`src/rtl/twowire_pkg.sv`:
```
// twowire_pkg: shared types and constants for the two-wire frame link.
// Frame length helper is used by the transmitter, the receiver and the bench.
package twowire_pkg;

   typedef enum logic [2:0] {
      TW_IDLE,
      TW_START,
      TW_DATA,
      TW_PAR,
      TW_GAPW
   } tw_state_t;

   localparam logic TW_START_BIT = 1'b1;
   localparam logic TW_IDLE_LVL  = 1'b0;

   // Strobe-high cycles per frame: start marker, payload, optional parity.
   function automatic int tw_frame_len(input int data_w, input bit parity_en);
      return data_w + 1 + (parity_en ? 1 : 0);
   endfunction

endpackage

```
`src/rtl/twowire_shreg.sv`:
```
// twowire_shreg: DATA_W-bit load / shift-right register for the transmitter.
// lsb is the next bit to send; par accumulates the XOR of every bit shifted
// out since the last load, so after all bits have left it holds even parity.
module twowire_shreg
   import twowire_pkg::*;
#(
   parameter int DATA_W = 8
) (
   input  logic              clk,
   input  logic              rst_n,
   input  logic              load,
   input  logic              shift,
   input  logic [DATA_W-1:0] d,
   output logic              lsb,
   output logic              par
);

   logic [DATA_W-1:0] q;
   logic              par_q;

   // Load takes priority over shift; zeros fill in from the top.
   always_ff @(posedge clk or negedge rst_n) begin
      if (!rst_n) begin
         q     <= '0;
         par_q <= 1'b0;
      end else if (load) begin
         q     <= d;
         par_q <= 1'b0;
      end else if (shift) begin
         q     <= {1'b0, q[DATA_W-1:1]};
         par_q <= par_q ^ q[0];
      end
   end

   assign lsb = q[0];
   assign par = par_q;

endmodule

```
`src/rtl/twowire_tx.sv`:
```
// twowire_tx: two-wire frame transmitter (tx_d0 data, tx_d1 frame strobe).
// Optional parity bit enabled by defining TWOWIRE_PARITY_EN.
//
// state  | meaning
// -------+--------------------------------------------------
// IDLE   | in_ready high, lines low, waiting for a word
// START  | start marker on the lines (d1=1, d0=1)
// DATA   | payload bit bit_idx on d0, LSB first
// PAR    | even parity of the word on d0 (parity build only)
// GAPW   | lines low for GAP extra cycles before IDLE
//
// Every output is a flop loaded from the next-state logic, so the value
// seen after an edge is the one belonging to the state entered on it.
module twowire_tx
   import twowire_pkg::*;
#(
   parameter int DATA_W = 8,
   parameter int GAP    = 1
) (
   input  logic              clk,
   input  logic              rst_n,
   input  logic              in_valid,
   input  logic [DATA_W-1:0] in_data,
   output logic              in_ready,
   output logic              tx_d0,
   output logic              tx_d1,
   output logic              busy
);

   localparam int             BW       = $clog2(DATA_W);
   localparam logic [BW-1:0]  LAST_IDX = BW'(DATA_W - 1);
   localparam logic [3:0]     GAP_LOAD = (GAP > 0) ? 4'(GAP - 1) : 4'd0;

   tw_state_t     state, state_nx;
   logic [BW-1:0] bit_idx, bit_idx_nx;
   logic [3:0]    gap_cnt, gap_cnt_nx;
   logic          d0_nx, d1_nx, rdy_nx, busy_nx;
   logic          sh_load, sh_shift, sh_lsb, sh_par;
   logic          frame_end;

   twowire_shreg #(.DATA_W(DATA_W)) u_shreg (
      .clk   (clk),
      .rst_n (rst_n),
      .load  (sh_load),
      .shift (sh_shift),
      .d     (in_data),
      .lsb   (sh_lsb),
      .par   (sh_par)
   );

`ifndef TWOWIRE_PARITY_EN
   logic unused_par;
   assign unused_par = sh_par;
`endif

   // Next state, counters and the output values for the coming cycle.
   always_comb begin
      state_nx   = state;
      bit_idx_nx = bit_idx;
      gap_cnt_nx = gap_cnt;
      d0_nx      = TW_IDLE_LVL;
      d1_nx      = 1'b0;
      rdy_nx     = 1'b0;
      sh_load    = 1'b0;
      sh_shift   = 1'b0;
      frame_end  = 1'b0;
      case (state)
         TW_IDLE: begin
            rdy_nx = 1'b1;
            if (in_valid && in_ready) begin
               sh_load  = 1'b1;
               state_nx = TW_START;
               d1_nx    = 1'b1;
               d0_nx    = TW_START_BIT;
               rdy_nx   = 1'b0;
            end
         end
         TW_START: begin
            state_nx   = TW_DATA;
            bit_idx_nx = '0;
            d1_nx      = 1'b1;
            d0_nx      = sh_lsb;
            sh_shift   = 1'b1;
         end
         TW_DATA: begin
            if (bit_idx == LAST_IDX) begin
`ifdef TWOWIRE_PARITY_EN
               state_nx = TW_PAR;
               d1_nx    = 1'b1;
               d0_nx    = sh_par;
`else
               frame_end = 1'b1;
`endif
            end else begin
               bit_idx_nx = bit_idx + 1'b1;
               d1_nx      = 1'b1;
               d0_nx      = sh_lsb;
               sh_shift   = 1'b1;
            end
         end
         TW_PAR: begin
            frame_end = 1'b1;
         end
         TW_GAPW: begin
            if (gap_cnt == 4'd0) begin
               state_nx = TW_IDLE;
               rdy_nx   = 1'b1;
            end else begin
               gap_cnt_nx = gap_cnt - 4'd1;
            end
         end
         default: begin
            state_nx = TW_IDLE;
         end
      endcase
      // The strobe drops here; the mandatory idle cycle is the first of GAPW
      // or, with no extra gap, the IDLE cycle itself.
      if (frame_end) begin
         if (GAP == 0) begin
            state_nx = TW_IDLE;
            rdy_nx   = 1'b1;
         end else begin
            state_nx   = TW_GAPW;
            gap_cnt_nx = GAP_LOAD;
         end
      end
      busy_nx = (state_nx != TW_IDLE);
   end

   // State, counters and output flops.
   always_ff @(posedge clk or negedge rst_n) begin
      if (!rst_n) begin
         state    <= TW_IDLE;
         bit_idx  <= '0;
         gap_cnt  <= 4'd0;
         tx_d0    <= 1'b0;
         tx_d1    <= 1'b0;
         in_ready <= 1'b0;
         busy     <= 1'b0;
      end else begin
         state    <= state_nx;
         bit_idx  <= bit_idx_nx;
         gap_cnt  <= gap_cnt_nx;
         tx_d0    <= d0_nx;
         tx_d1    <= d1_nx;
         in_ready <= rdy_nx;
         busy     <= busy_nx;
      end
   end

endmodule

```
`config.mk`:
```
export PLATFORM = sky130hd
export DESIGN_NAME = twowire_tx
export DESIGN_NICKNAME = d
export VERILOG_FILES = /design/src/rtl/twowire_pkg.sv /design/src/rtl/twowire_shreg.sv /design/src/rtl/twowire_tx.sv
export SDC_FILE = /design/constraint.sdc
export NUM_CORES = 1
export LEC_CHECK = 0
export CAP_MARGIN = 20
export CORE_MARGIN = 1.5
export CORE_UTILIZATION = 40
export DETAILED_ROUTE_END_ITERATION = 16
export HOLD_SLACK_MARGIN = 0.12
export PLACE_DENSITY = 0.72
export SLEW_MARGIN = 25
export SYNTH_ARGS = -nofsm -noshare
export SYNTH_HDL_FRONTEND = slang
export SYNTH_SLANG_ARGS = --single-unit
```
`constraint.sdc`:
```
create_clock -name clk -period 2.45 [get_ports clk]
set_clock_uncertainty 0.2 [all_clocks]
set_input_delay 0.245 -clock clk [delete_from_list [all_inputs] [get_ports clk]]
set_output_delay 0.245 -clock clk [all_outputs]
set_load 0.05 [all_outputs]
```
==> results of run 1 <==
how the worst min path moves through the flow:
stage                 end  slack, ns  cells past startpoint
3_5_place_dp        tx_d0       0.27                      1
6_report       gap_cnt[0]       0.30                      1
4_1_cts        gap_cnt[0]       0.30                      1
3_3_place_gp        tx_d0       0.28                      1
2_1_floorplan  bit_idx[0]      -0.25                      0
5_1_grt        gap_cnt[0]       0.32                      1
layout by cell type, fill, tap and decap left out, drive strengths merged, types with 2 or more instances in the layout:
| cell | instances |
|---|---|
| or2 | 2 |
| o2bb2ai | 3 |
| clkdlybuf4s50 | 14 |
| nand2 | 2 |
| a21oi | 3 |
| clkbuf | 4 |
| mux2i | 2 |
| nor3 | 7 |
| or4 | 2 |
| or3b | 3 |
| inv | 5 |
| nand3 | 9 |
| a22oi | 2 |
| nor2 | 3 |
| ha | 4 |
| buf | 3 |
| nor3b | 3 |
| dfrtp | 22 |
| a31oi | 7 |
| o21ai | 9 |
where the power goes:
group | leakage (uW) | internal, uW | switching, uW | total (uW)
logic | 0.000279 | 294 | 423 | 716
clock network | 0.0000210 | 90.7 | 106 | 197
registers | 0.000280 | 504 | 102 | 606
total | 0.000580 | 889 | 631 | 1520
final cells by class:
| class | instances | share of cell area [%] |
|---|---|---|
| clock buffer | 4 | 2.75 |
| inverter | 5 | 1.42 |
| multi-input combinational | 74 | 38.1 |
| sequential | 22 | 41.8 |
| tap | 30 | 2.85 |
| timing repair buffer | 18 | 13.1 |
cells in the mapped netlist, types with 2 or more instances:
cell and instances:
a21oi_1 3, a22oi_1 2, a31oi_1 7, buf_2 3, buf_6 2, dfrtp_1 22
ha_1 4, inv_1 5, mux2i_1 2, nand2_1 2, nand3_1 9, nor2_1 3
nor3_1 7, nor3b_1 3, o21ai_0 9, o2bb2ai_1 3, or4_1 2
through the flow:
step | cells | worst slack, ns
global route | 153 | 0.178
CTS | 153 | 0.333
finish | 153 | 0.334
global placement | 148 | 0.381
floorplan | 108 | 0.275
detailed placement | 148 | 0.350
flip-flops by register name, summed over array words and instances, names as in the netlist:
| name | flops |
|---|---|
| tx_d0 | 1 |
| busy | 1 |
| tx_d1 | 1 |
| bit_idx | 3 |
| u_shreg.q | 8 |
| state | 3 |
| gap_cnt | 4 |
| in_ready | 1 |
routing by layer:
metal	GRT usage [%]	wire length [um]
met3	2.09	77
met1	19.7	1060
met5	0	0
met4	6.12	42
met2	25.7	1040
cells by family (layout without fill, tap and decap cells):
group / after synthesis / count (layout) / share of synthesized area (%)
flops: 22 / 22 / 49.3
simple gates: 37 / 37 / 20.6
mux: 3 / 3 / 2.80
fa+ha+maj: 4 / 4 / 4.48
buf+inv: 12 / 27 / 5.82
compound gates: 30 / 30 / 17.0
timing repair:
item | 4_1_cts | 5_1_grt
hold buffers | 1 | 0
hold endpoints to repair | 22 | 0
gates resized for setup | 0 | 0
==> impl_metrics.env, run 1 <==
export IMPL_ios=15
export IMPL_final_util_pct=51.3
export IMPL_rsz0062_at_grt="false"
export IMPL_rr_startpoint="bit_idx[0]"
export IMPL_syn_nets=123
export IMPL_hp_start="gap_cnt[0]"
export IMPL_nets=139
export IMPL_drive_above_1_share_pct=9.76
export IMPL_insertedDiodeCount=0
export IMPL_via_per_inst=5.82
export IMPL_antenna_left=0
export IMPL_slowest_delay_ns=0.52
export IMPL_synth_top_cell_area_share_pct=49.3
export IMPL_crit_required_ns=2.46
export IMPL_synthCells=108
export IMPL_port_buffers=14
export IMPL_cp_max_fo=4
export IMPL_fin_crit_sh_pct=86.4
export IMPL_holdWs_ns=0.295
export IMPL_cp_arrival_ns=2.12
export IMPL_coreArea_um2=2570
export IMPL_finalCriticalPeriod_ns=2.12
export IMPL_firstDrtPassIters=4
export IMPL_tightest_slew_ns=0.657
export IMPL_ys_seq_area_share_pct=49.3
export IMPL_r2r_end="u_shreg.q[7]"
export IMPL_clkLatencyLatePin_ns=0.30
export IMPL_path_clk_slew_ns=0.12
export IMPL_cp_cell_sequence="ha_1, ha_1, or4b_1, and3_1, mux2_2"
export IMPL_setup_viol_count_final=0
export IMPL_ys_ff_latch=22
export IMPL_wire_per_inst_um=14.5
export IMPL_r2r_worst_path_cells=5
export IMPL_status="finished clean"
export IMPL_area_delta_synth_final_pct=17.9
export IMPL_power_leakage_uw=0.000580
export IMPL_die_area_um2=3120
export IMPL_multi_input_area_um2=502
export IMPL_cts_path_max_buffers=2
export IMPL_synth_edf_count=0
export IMPL_routed_wl_mm=2.21
export IMPL_setup_tns_ns=0
export IMPL_clkSinkCount=22
export IMPL_yosysTopAreaCell="dfrtp_1"
export IMPL_path_common_cell="ha_1"
export IMPL_cp_start_kind="register"
export IMPL_timing_fmax_mhz=473
export IMPL_syn_avg_cell_area_um2=10.3
export IMPL_peakVddDrop_uv=654
export IMPL_cp_slowest_cell="or4b_1"
export IMPL_grt_overflow_total=0
export IMPL_path_depth=5
export IMPL_seq_area_um2=551
export IMPL_power_density_nw_per_um2=1150
export IMPL_htreeDepth=1
export IMPL_ys_flop_type="dfrtp_1"
export IMPL_rrSetupSlack_ns=0.33
export IMPL_yosys_top_cells_area="dfrtp_1 (49%), ha_1 (4.5%), nand3_1 (4.0%)"
export IMPL_yosysUniqueCellTypes=37
export IMPL_drt_initial_drc_count=19
export IMPL_synthArstFlopShare_pct=100
export IMPL_crit_buf_inv=0
export IMPL_endpoint_kind="register"
export IMPL_vias=891
export IMPL_grt_start_max_net_pins=23
export IMPL_fp_dieW_um=55.9
export IMPL_path_delay_family="simple AND/OR/NAND/NOR gates"
export IMPL_cp_startpoint="bit_idx[0]"
export IMPL_cts_setup_buffers=0
export IMPL_fill_cells=259
export IMPL_rows=18
export IMPL_placed_area_um2=1270
export IMPL_grt_pass1_wl_mm=3.82
export IMPL_cts_root_buf="clkbuf_4"
export IMPL_hold_violations=0
export IMPL_yosysWarnings=0
export IMPL_fin_total_pwr_uw=1520
export IMPL_hp_class="reg2reg"
export IMPL_grt_pass1_vias=864
export IMPL_place_congestion=0.731
export IMPL_initial_core_util_pct=43.5
export IMPL_antenna_found_initial=0
export IMPL_cts_tree="done"
export IMPL_place_hpwl_mm=1.56
export IMPL_finalMaxSlewViolations=0
export IMPL_numCtsBuffers=3
export IMPL_drv_cap=0
export IMPL_maxSlewHeadroom_pct=56.1
export IMPL_syn_area_um2=1120
export IMPL_fin_area_um2=1320
export IMPL_track_usage_pct=15.2
export IMPL_drc_errors=0
export IMPL_endpoint="u_shreg.q[7]"
export IMPL_crit_type="reg2reg"
export IMPL_fp_dieH_um=55.9
Power figures use the tool's default switching activity.
==> inputs of run 2 (changes only) <==
==> constraint.sdc (replaced) <==
create_clock -name clk -period 2.6 [get_ports clk]
set_clock_uncertainty 0.2 [all_clocks]
set_input_delay 0.26 -clock clk [delete_from_list [all_inputs] [get_ports clk]]
set_output_delay 0.26 -clock clk [all_outputs]
set_load 0.05 [all_outputs]
==> impl_metrics.env, run 2 (synthesis results as in run 1) <==
export IMPL_status="finished clean"
export IMPL_finalCriticalPeriod_ns=2.37
export IMPL_grt_pass1_vias=845
export IMPL_fin_total_pwr_uw=1500
export IMPL_largest_register="u_shreg.q"
export IMPL_nets=138
export IMPL_antenna_found_initial=0
export IMPL_htreeDepth=1
export IMPL_switchingPower_uw=604
export IMPL_drt_initial_drc_count=28
export IMPL_cts_root_buf="clkbuf_4"
export IMPL_ios=15
export IMPL_routed_wl_mm=2.28
export IMPL_place_hpwl_mm=1.61
export IMPL_rows=18
export IMPL_fp_dieH_um=55.9
export IMPL_maxSlewHeadroom_pct=57.3
export IMPL_vias=884
export IMPL_insertedDiodeCount=0
export IMPL_timing_fmax_mhz=422
export IMPL_finalMaxSlewViolations=0
export IMPL_crit_required_ns=2.61
export IMPL_r2r_worst_path_cells=5
export IMPL_wl_met2_mm=1.11
export IMPL_hold_violations=0
export IMPL_rsz0062_at_grt="false"
export IMPL_die_area_um2=3120
export IMPL_numCtsBuffers=3
export IMPL_coreArea_um2=2570
export IMPL_combPwrFrac_pct=44.5
export IMPL_grt_pass1_wl_mm=3.93
export IMPL_power_leakage_uw=0.000582
export IMPL_fill_cells=238
export IMPL_fin_crit_sh_pct=91.1
export IMPL_top_regs="u_shreg.q (8), gap_cnt (4)"
export IMPL_path_common_cell="ha_1"
export IMPL_switching_share_pct=40.2
export IMPL_path_clk_slew_ns=0.12
export IMPL_grt_overflow_total=0
export IMPL_cp_start_kind="register"
export IMPL_port_buffers=14
export IMPL_whs_path_depth=1
export IMPL_drive_above_1_share_pct=9.02
export IMPL_p_clk_share_pct=17.5
export IMPL_antenna_left=0
export IMPL_wl_met1_mm=1.06
export IMPL_wl_met3_um=100
export IMPL_drc_errors=0
export IMPL_wire_per_inst_um=15.0
export IMPL_tightest_slew_ns=0.639
export IMPL_cp_cell_sequence="ha_1, ha_1, or4b_1, and3_1, mux2_2"
export IMPL_cp_max_fo=10
export IMPL_endpoint_kind="register"
export IMPL_largest_register_ffs=8
export IMPL_setup_viol_count_final=0
export IMPL_rr_startpoint="bit_idx[0]"
export IMPL_hp_class="reg2reg"
export IMPL_initial_core_util_pct=43.5
export IMPL_mostFrequentLayoutCells="dfrtp_1 (22), clkdlybuf4s50_1 (14), nand3_1 (9), o21ai_0 (9)"
export IMPL_setup_tns_ns=0
export IMPL_drv_cap=0
export IMPL_crit_buf_inv=0
export IMPL_cp_slowest_cell="or4b_1"
export IMPL_hp_start="gap_cnt[0]"
export IMPL_crit_type="reg2reg"
export IMPL_final_common_cell="dfrtp_1"
export IMPL_r2r_end="u_shreg.q[7]"
export IMPL_power_density_nw_per_um2=1130
export IMPL_cp_arrival_ns=2.38
export IMPL_min_delay_worst_endpoint="gap_cnt[0]"
export IMPL_p_seq_share_pct=38.0
export IMPL_path_delay_family="simple AND/OR/NAND/NOR gates"
export IMPL_track_usage_pct=16.0
export IMPL_slowest_delay_ns=0.70
export IMPL_peakVddDrop_uv=715
export IMPL_place_congestion=0.759
export IMPL_area_delta_synth_final_pct=18.7
export IMPL_clkSinkCount=22
export IMPL_fp_dieW_um=55.9
export IMPL_clkLatencyLatePin_ns=0.31
export IMPL_intPower_uw=898
export IMPL_via_per_inst=5.82
export IMPL_cts_path_max_buffers=2
export IMPL_grt_start_max_net_pins=23
export IMPL_top_layer="met4"
export IMPL_cts_setup_buffers=0
export IMPL_cts_tree="done"
export IMPL_rrSetupSlack_ns=0.23
export IMPL_firstDrtPassIters=4
-- run 2: changes by cell type in the layout (fill, tap and decap cells not counted) --
cell	change
buf_4	-1
bufinv_16	+1
clkbuf_8	-1
-- run 2: worst max-delay path by stage --
stage	to	cells past startpoint	from
global placement	u_shreg.q[7]	5	bit_idx[0]
finish	u_shreg.q[7]	5	bit_idx[0]
CTS	u_shreg.q[7]	5	bit_idx[0]
detailed placement	u_shreg.q[7]	5	bit_idx[0]
floorplan	u_shreg.q[7]	6	bit_idx[0]
global route	u_shreg.q[7]	5	bit_idx[0]
-- run 2: power groups by stage --
stage / logic [uW] / clock network (uW) / registers [uW]
floorplan: 442 / 0 / 639
global placement: 641 / 0 / 570
detailed placement: 667 / 0 / 573
CTS: 669 / 269 / 568
global route: 738 / 281 / 590
finish: 668 / 263 / 570
-- run 2: routing by layer --
metal / up-vias / track usage [%]
met5: - / 0
li1: 431 / -
met3: 2 / 2.79
met1: 429 / 21.8
met4: 0 / 5.78
met2: 22 / 25.9
-- run 2: metrics by stage --
step / utilization (%) / std cells / worst slack (ns) / hold WS [ns] / instance area (um2)
2_1_floorplan: - / 108 / 0.425 / -0.236 / 1120
3_3_place_gp: 49.2 / 147 / 0.318 / 0.280 / 1260
3_5_place_dp: 49.2 / 147 / 0.255 / 0.281 / 1260
4_1_cts: 51.7 / 152 / 0.235 / 0.298 / 1330
5_1_grt: 51.7 / 152 / 0.152 / 0.327 / 1330
6_report: 51.7 / 152 / 0.232 / 0.296 / 1330
-- run 2: final cells by class --
type	instances	area, um2	share of cell area, %
clock inverters	1	30.0	2.26
multi-input cells	74	502	37.8
flip-flops and latches	22	551	41.5
repair buffers	17	165	12.5
inverters	5	18.8	1.42
well taps	30	37.5	2.83
clock buffers	3	22.5	1.70
-- run 2: worst register-to-register path, cell delays in order (launching register included) --
cell,delay [ns]
dfrtp_1,0.43
ha_1,0.21
ha_1,0.22
or4b_1,0.70
and3_1,0.25
mux2_2,0.27
-- run 2: what timing repair did --
item / 4_1_cts / 5_1_grt
gates resized for setup: 0 / 0
setup endpoints to repair: 0 / 0
hold buffers: 1 / 0
endpoints found under the hold margin: 22 / 0
==> inputs of run 3 (changes only) <==
--- a/config.mk
+++ b/config.mk
@@ -5,7 +5,6 @@
 export SDC_FILE = /design/constraint.sdc
 export NUM_CORES = 1
 export LEC_CHECK = 0
-export CAP_MARGIN = 20
 export CORE_MARGIN = 1.5
 export CORE_UTILIZATION = 40
 export DETAILED_ROUTE_END_ITERATION = 16
==> results of run 3 <==
The final DEF is identical to that of run 2; final timing and power are the same.
